===== config.mk =====
export PLATFORM = sky130hd
export DESIGN_NAME = mem_access_master
export DESIGN_NICKNAME = d
export VERILOG_FILES = /design/src/rtl/mem_if_pkg.sv /design/src/rtl/mem_access_master.sv
export SDC_FILE = /design/constraint.sdc
export NUM_CORES = 1
export LEC_CHECK = 0
export BUFFER_PORTS_ARGS = -buffer_cell sky130_fd_sc_hd__buf_2
export CORE_MARGIN = 2
export CORE_UTILIZATION = 50
export DETAILED_ROUTE_END_ITERATION = 8
export GPL_TIMING_DRIVEN = 0
export PLACE_DENSITY = 0.8
export SLEW_MARGIN = 25
export SYNTH_ARGS = -nofsm -noshare
export SYNTH_HDL_FRONTEND = slang
export SYNTH_SLANG_ARGS = --single-unit

===== constraint.sdc =====
create_clock -name clk -period 3.4 [get_ports clk]
set_input_delay 0.51 -clock clk [delete_from_list [all_inputs] [get_ports clk]]
set_output_delay 0.51 -clock clk [all_outputs]
set_load 0.05 [all_outputs]

===== src/rtl/mem_if_pkg.sv =====
// mem_if_pkg: shared definitions for the 16-bit data memory port.
//   - state_e        : controller state encoding
//   - ADDR_W_DEF     : default address width
//   - DATA_W_DEF     : default data width
//   - MEM_RD_LAT_MAX : largest supported read latency in cycles
package mem_if_pkg;

  localparam int unsigned ADDR_W_DEF     = 16;
  localparam int unsigned DATA_W_DEF     = 16;
  localparam int unsigned MEM_RD_LAT_MAX = 4;

  typedef enum logic [2:0] {
    IDLE     = 3'd0,
    W_SETUP  = 3'd1,
    W_STROBE = 3'd2,
    W_HOLD   = 3'd3,
    R_WAIT   = 3'd4,
    R_RESP   = 3'd5
  } state_e;

endpackage


===== src/rtl/mem_access_master.sv =====
// mem_access_master: initiator side of the data memory port.
// Turns CPU load/store requests into mem_addr/mem_wdata/mem_wEn activity on a
// level-sensitive memory and returns load beats to the CPU.
// Ports:
//   clk, rst_n                 : clock (rising edge), async active-low reset
//   req_valid/req_ready        : request handshake (ready only in IDLE)
//   req_write, req_addr,
//   req_wdata, req_len         : request fields, captured on acceptance
//   rsp_valid/rsp_data/rsp_last: one-cycle load beat response
//   mem_addr/mem_wdata/mem_wEn : registered memory-side outputs
//   mem_rdata                  : memory read data (combinational from mem_addr)
//   busy                       : high whenever not IDLE
module mem_access_master
  import mem_if_pkg::*;
#(
  parameter int unsigned ADDR_W = ADDR_W_DEF,
  parameter int unsigned DATA_W = DATA_W_DEF,
  parameter int unsigned RD_LAT = 1,
  parameter int unsigned LEN_W  = 4
) (
  input  logic              clk,
  input  logic              rst_n,
  input  logic              req_valid,
  output logic              req_ready,
  input  logic              req_write,
  input  logic [ADDR_W-1:0] req_addr,
  input  logic [DATA_W-1:0] req_wdata,
  input  logic [LEN_W-1:0]  req_len,
  output logic              rsp_valid,
  output logic [DATA_W-1:0] rsp_data,
  output logic              rsp_last,
  output logic [ADDR_W-1:0] mem_addr,
  output logic [DATA_W-1:0] mem_wdata,
  output logic              mem_wEn,
  input  logic [DATA_W-1:0] mem_rdata,
  output logic              busy
);

  localparam int unsigned LAT_W = $clog2(MEM_RD_LAT_MAX);
  localparam logic [LAT_W-1:0] LAT_LAST = LAT_W'(RD_LAT - 1);

  state_e              state_r;
  state_e              state_nx_s;
  logic                accept_s;
  logic                lat_last_s;
  logic                beat_last_s;
  logic [LAT_W-1:0]    lat_cnt_r;
  logic [LEN_W-1:0]    beat_cnt_r;
  logic [LEN_W-1:0]    len_r;
  logic                req_ready_r;
  logic                busy_r;
  logic                rsp_valid_r;
  logic                rsp_last_r;
  logic [DATA_W-1:0]   rsp_data_r;
  logic [ADDR_W-1:0]   mem_addr_r;
  logic [DATA_W-1:0]   mem_wdata_r;
  logic                mem_wen_r;

  // State register.
  always_ff @(posedge clk or negedge rst_n) begin
    if (!rst_n) begin
      state_r <= IDLE;
    end else begin
      state_r <= state_nx_s;
    end
  end

  // Next-state logic and acceptance decode.
  always_comb begin
    state_nx_s  = state_r;
    accept_s    = 1'b0;
    lat_last_s  = (lat_cnt_r == LAT_LAST);
    beat_last_s = (beat_cnt_r == len_r);
    case (state_r)
      IDLE: begin
        if (req_valid) begin
          accept_s   = 1'b1;
          state_nx_s = req_write ? W_SETUP : R_WAIT;
        end else begin
          state_nx_s = IDLE;
        end
      end
      W_SETUP:  state_nx_s = W_STROBE;
      W_STROBE: state_nx_s = W_HOLD;
      W_HOLD:   state_nx_s = IDLE;
      R_WAIT: begin
        if (lat_last_s) begin
          state_nx_s = R_RESP;
        end else begin
          state_nx_s = R_WAIT;
        end
      end
      R_RESP: begin
        if (beat_last_s) begin
          state_nx_s = IDLE;
        end else begin
          state_nx_s = R_WAIT;
        end
      end
      default: state_nx_s = IDLE;
    endcase
  end

  // Registered outputs and counters; status flags are derived from the next
  // state so that they line up with the state they describe.
  always_ff @(posedge clk or negedge rst_n) begin
    if (!rst_n) begin
      req_ready_r <= 1'b1;
      busy_r      <= 1'b0;
      mem_wen_r   <= 1'b0;
      mem_addr_r  <= '0;
      mem_wdata_r <= '0;
      rsp_valid_r <= 1'b0;
      rsp_last_r  <= 1'b0;
      rsp_data_r  <= '0;
      lat_cnt_r   <= '0;
      beat_cnt_r  <= '0;
      len_r       <= '0;
    end else begin
      req_ready_r <= (state_nx_s == IDLE);
      busy_r      <= (state_nx_s != IDLE);
      mem_wen_r   <= (state_nx_s == W_STROBE);
      rsp_valid_r <= 1'b0;
      rsp_last_r  <= 1'b0;
      case (state_r)
        IDLE: begin
          if (accept_s) begin
            mem_addr_r  <= req_addr;
            mem_wdata_r <= req_wdata;
            len_r       <= req_write ? '0 : req_len;
            beat_cnt_r  <= '0;
            lat_cnt_r   <= '0;
          end
        end
        R_WAIT: begin
          if (lat_last_s) begin
            rsp_data_r  <= mem_rdata;
            rsp_valid_r <= 1'b1;
            rsp_last_r  <= beat_last_s;
            lat_cnt_r   <= '0;
          end else begin
            lat_cnt_r <= lat_cnt_r + LAT_W'(1);
          end
        end
        R_RESP: begin
          // Address wraps modulo 2^ADDR_W by plain overflow.
          if (!beat_last_s) begin
            mem_addr_r <= mem_addr_r + ADDR_W'(1);
            beat_cnt_r <= beat_cnt_r + LEN_W'(1);
          end
        end
        default: begin
        end
      endcase
    end
  end

  assign req_ready = req_ready_r;
  assign busy      = busy_r;
  assign mem_wEn   = mem_wen_r;
  assign mem_addr  = mem_addr_r;
  assign mem_wdata = mem_wdata_r;
  assign rsp_valid = rsp_valid_r;
  assign rsp_last  = rsp_last_r;
  assign rsp_data  = rsp_data_r;

endmodule


==> results.cfg <==
[detailed_routing]
dr.pass1.iters = 4
drt-initial-drc-count = 154
vias = 2714
antenna_left = 0
drc = 0
routedWlPerCell_um = 14.5
wirelength_mm = 7.24
vias_per_cell = 5.44

[worst_setup_path]
reg2reg_slack_ns = 1.34
crit_required_ns = 3.62
rr_endpoint = rsp_data[10]$_DFFE_PN0P_
critPathCaptureType = flop
criticalPathCategory = reg -> reg
cp_data_arrival_time_ns = 2.27
timing.rr.start = state_r[0]$_DFF_PN0_
startpoint_type = flop
cp_max_fo = 10
worst_r2r_path_depth = 6

[power]
power.total_mw = 4.29
intPower_mw = 2.03
power.leakage_nw = 1.93
p_sw_share_pct = 52.6
powerDensity_nw_per_um2 = 1100
p_sw_mw = 2.25
combPwrFrac_pct = 55.1
vdd_ir_drop_max_uv = 675
p_seq_share_pct = 32.1
clockPowerShare_pct = 12.8

[timing]
relSlewSlack_pct = 56.1
fin_hold_ws_ns = 0.105
finalClockSkew_ns = 0.0100
hold_viol_final = 0
slew_viol_final = 0
timing.fmax_ghz = 0.487
min_period_over_period_pct = 60.5
final.setup.tns_ns = 0
final-setup-viol-count = 0
tightest_slew_ns = 0.657
rsz0062_at_grt = no
period_needed_ns = 2.06

[clocking]
post_cts_buffers = 0
cts_tree = built
cts_root_buf = clkbuf_8
worstSkewPairLatency_ns = 0.34
hold_buffers = 0
cts-resized-gates = 0
h-tree-depth = 3
numClockSinks = 66
clock_path_buffers = 2
clkTransAtPathRegs_ns = 0.08
numCtsBuffers = 9

[finish]
num_antenna_cells = 0
fin_nets = 479
fin_area_um2 = 3880
drive_above_1_share_pct = 35.4
synthToLayoutAreaGrowth_pct = 26.7
fin_util_pct = 65.6

[logic_synthesis]
ys_warn_count = 0
ys_types = 45
syn-num-nets = 359
synth_area_per_cell_um2 = 10.2
synth.most_common_cell = nand2_1
synth_edf_count = 0
ys_ff_latch = 66
synth_top_area_share_pct = 53.1
synth_ff_type = dfrtp_1
ys_top_cells_by_area = dfrtp_1, nand2_1, mux2_2, a21oi_1, o2bb2a_1
yosys-top-cells-count = nand2_1, dfrtp_1, mux2_2, a21oi_1, clkbuf_1
netlist_area_um2 = 3060
synth_cells = 299
async_flop_share_pct = 100
ys_seq_area_share_pct = 53.9
yosys.area.top_type = dfrtp_1

[die]
die-width_um = 82.3
io_pins = 109
start_util_pct = 51.8
die_area_um2 = 6770
core.rowCount = 28
core_area_um2 = 5920
die_h_um = 82.3

[run]
drv_cap = 0

[placement]
dpl_cell_area_um2 = 3720
portBuffers = 108
gp_congestion = 0.848
dp_hpwl_mm = 5.37

[global_routing]
grt_pass1_wl_mm = 11.6
grt_max_degree = 35
grt_pass1_vias = 2582
grt_usage_pct = 22.7
antenna_found_initial = 0
overflow = 0

[worst_hold_path]
hold_path.class = in -> async

[status]
status = completed
-- final cells by class --
| class | count | area (um^2) |
|---|---|---|
| Buffer | 22 | 96.3 |
| Clock buffer | 10 | 128 |
| Clock inverter | 6 | 35.0 |
| Fill cell | 467 | 2040 |
| Inverter | 5 | 18.8 |
| Multi-Input combinational cell | 206 | 1300 |
| Sequential cell | 66 | 1650 |
| Tap cell | 75 | 93.8 |
| Timing Repair Buffer | 109 | 563 |
-- power by group through the flow --
stage | clock [mW] | sequential, mW | combinational, mW
2_1_floorplan | 0 | 2.42 | 0.752
3_3_place_gp | 0 | 1.36 | 2.33
3_5_place_dp | 0 | 1.38 | 2.38
4_1_cts | 0.563 | 1.37 | 2.38
5_1_grt | 0.601 | 1.42 | 2.54
6_report | 0.550 | 1.37 | 2.36
-- worst max path at each step --
stage                                    startpoint                        to  cells past startpoint
after floorplan             mem_addr[1]$_DFFE_PN0P_  mem_addr[14]$_DFFE_PN0P_                      6
final                          state_r[0]$_DFF_PN0_  rsp_data[10]$_DFFE_PN0P_                      6
after CTS                      state_r[0]$_DFF_PN0_  rsp_data[10]$_DFFE_PN0P_                      6
after global routing      beat_cnt_r[1]$_DFFE_PN0P_  mem_addr[13]$_DFFE_PN0P_                      4
after global placement         state_r[0]$_DFF_PN0_  rsp_data[13]$_DFFE_PN0P_                      6
after detailed placement       state_r[0]$_DFF_PN0_  rsp_data[14]$_DFFE_PN0P_                      6
-- sequential cells by signal, summed over array words and instances (netlist names) --
name	cells
busy	1
rsp_valid	1
req_ready	1
state_r	3
lat_cnt_r	2
mem_addr	16
mem_wEn	1
len_r	4
mem_wdata	16
rsp_last	1
beat_cnt_r	4
rsp_data	16
-- worst max-delay path, stage by stage (launching register included) --
cell	delay, ns
dfrtp_1	0.36
clkbuf_1	0.18
nor3b_1	0.47
and2_1	0.20
buf_4	0.17
buf_4	0.20
mux2_2	0.35
-- cells by family (layout without fill, tap and decap cells) --
kind of cell | Yosys count | after routing | synth area share [%]
AOI/OAI and AO/OA | 63 | 63 | 15.0
xor gates and xnor gates | 5 | 5 | 1.43
adders and majority gates | 4 | 4 | 1.63
buffers and inverters | 27 | 152 | 3.76
DFF | 66 | 66 | 53.9
muxes | 17 | 17 | 6.21
and+or+nand+nor | 117 | 117 | 18.0
-- layout by cell type, fill, tap and decap left out, types with 2 or more instances in the layout --
cell        instances
nand4_1             3
o21ai_0             7
inv_1               5
o22ai_1             8
clkinvlp_4          2
dfrtp_1            65
o31ai_1             2
nor2_1              9
nand3_1             9
o211ai_1            5
nand2_1            68
a2bb2oi_1           3
nor3b_1             2
buf_1               5
and3_1              3
o2bb2a_1            6
and4_1              3
a21oi_1            12
clkinv_2            4
and2_1              5
mux2_2             16
o22a_1              2
buf_2             112
nand3b_1            5
a22oi_1             2
a22o_1              2
buf_4               3
nor3_1              5
a31oi_1             6
o2bb2ai_1           2
clkbuf_1           11
xor2_1              4
clkbuf_8            9
ha_1                4
-- through the flow --
stage | worst slack (ns) | std cells
after floorplan | 1.55 | 299
after global placement | 1.37 | 482
after detailed placement | 1.31 | 483
after CTS | 1.31 | 499
after global routing | 1.16 | 499
final | 1.34 | 499
-- layer usage --
| metal | part of all wire, % | global-route usage (%) |
|---|---|---|
| met5 | 0 | 0 |
| met4 | 1.7 | 11.3 |
| met3 | 7.5 | 5.22 |
| met2 | 48 | 36.8 |
| met1 | 42 | 28.5 |
No activity file was read; power rests on OpenSTA's default activity.
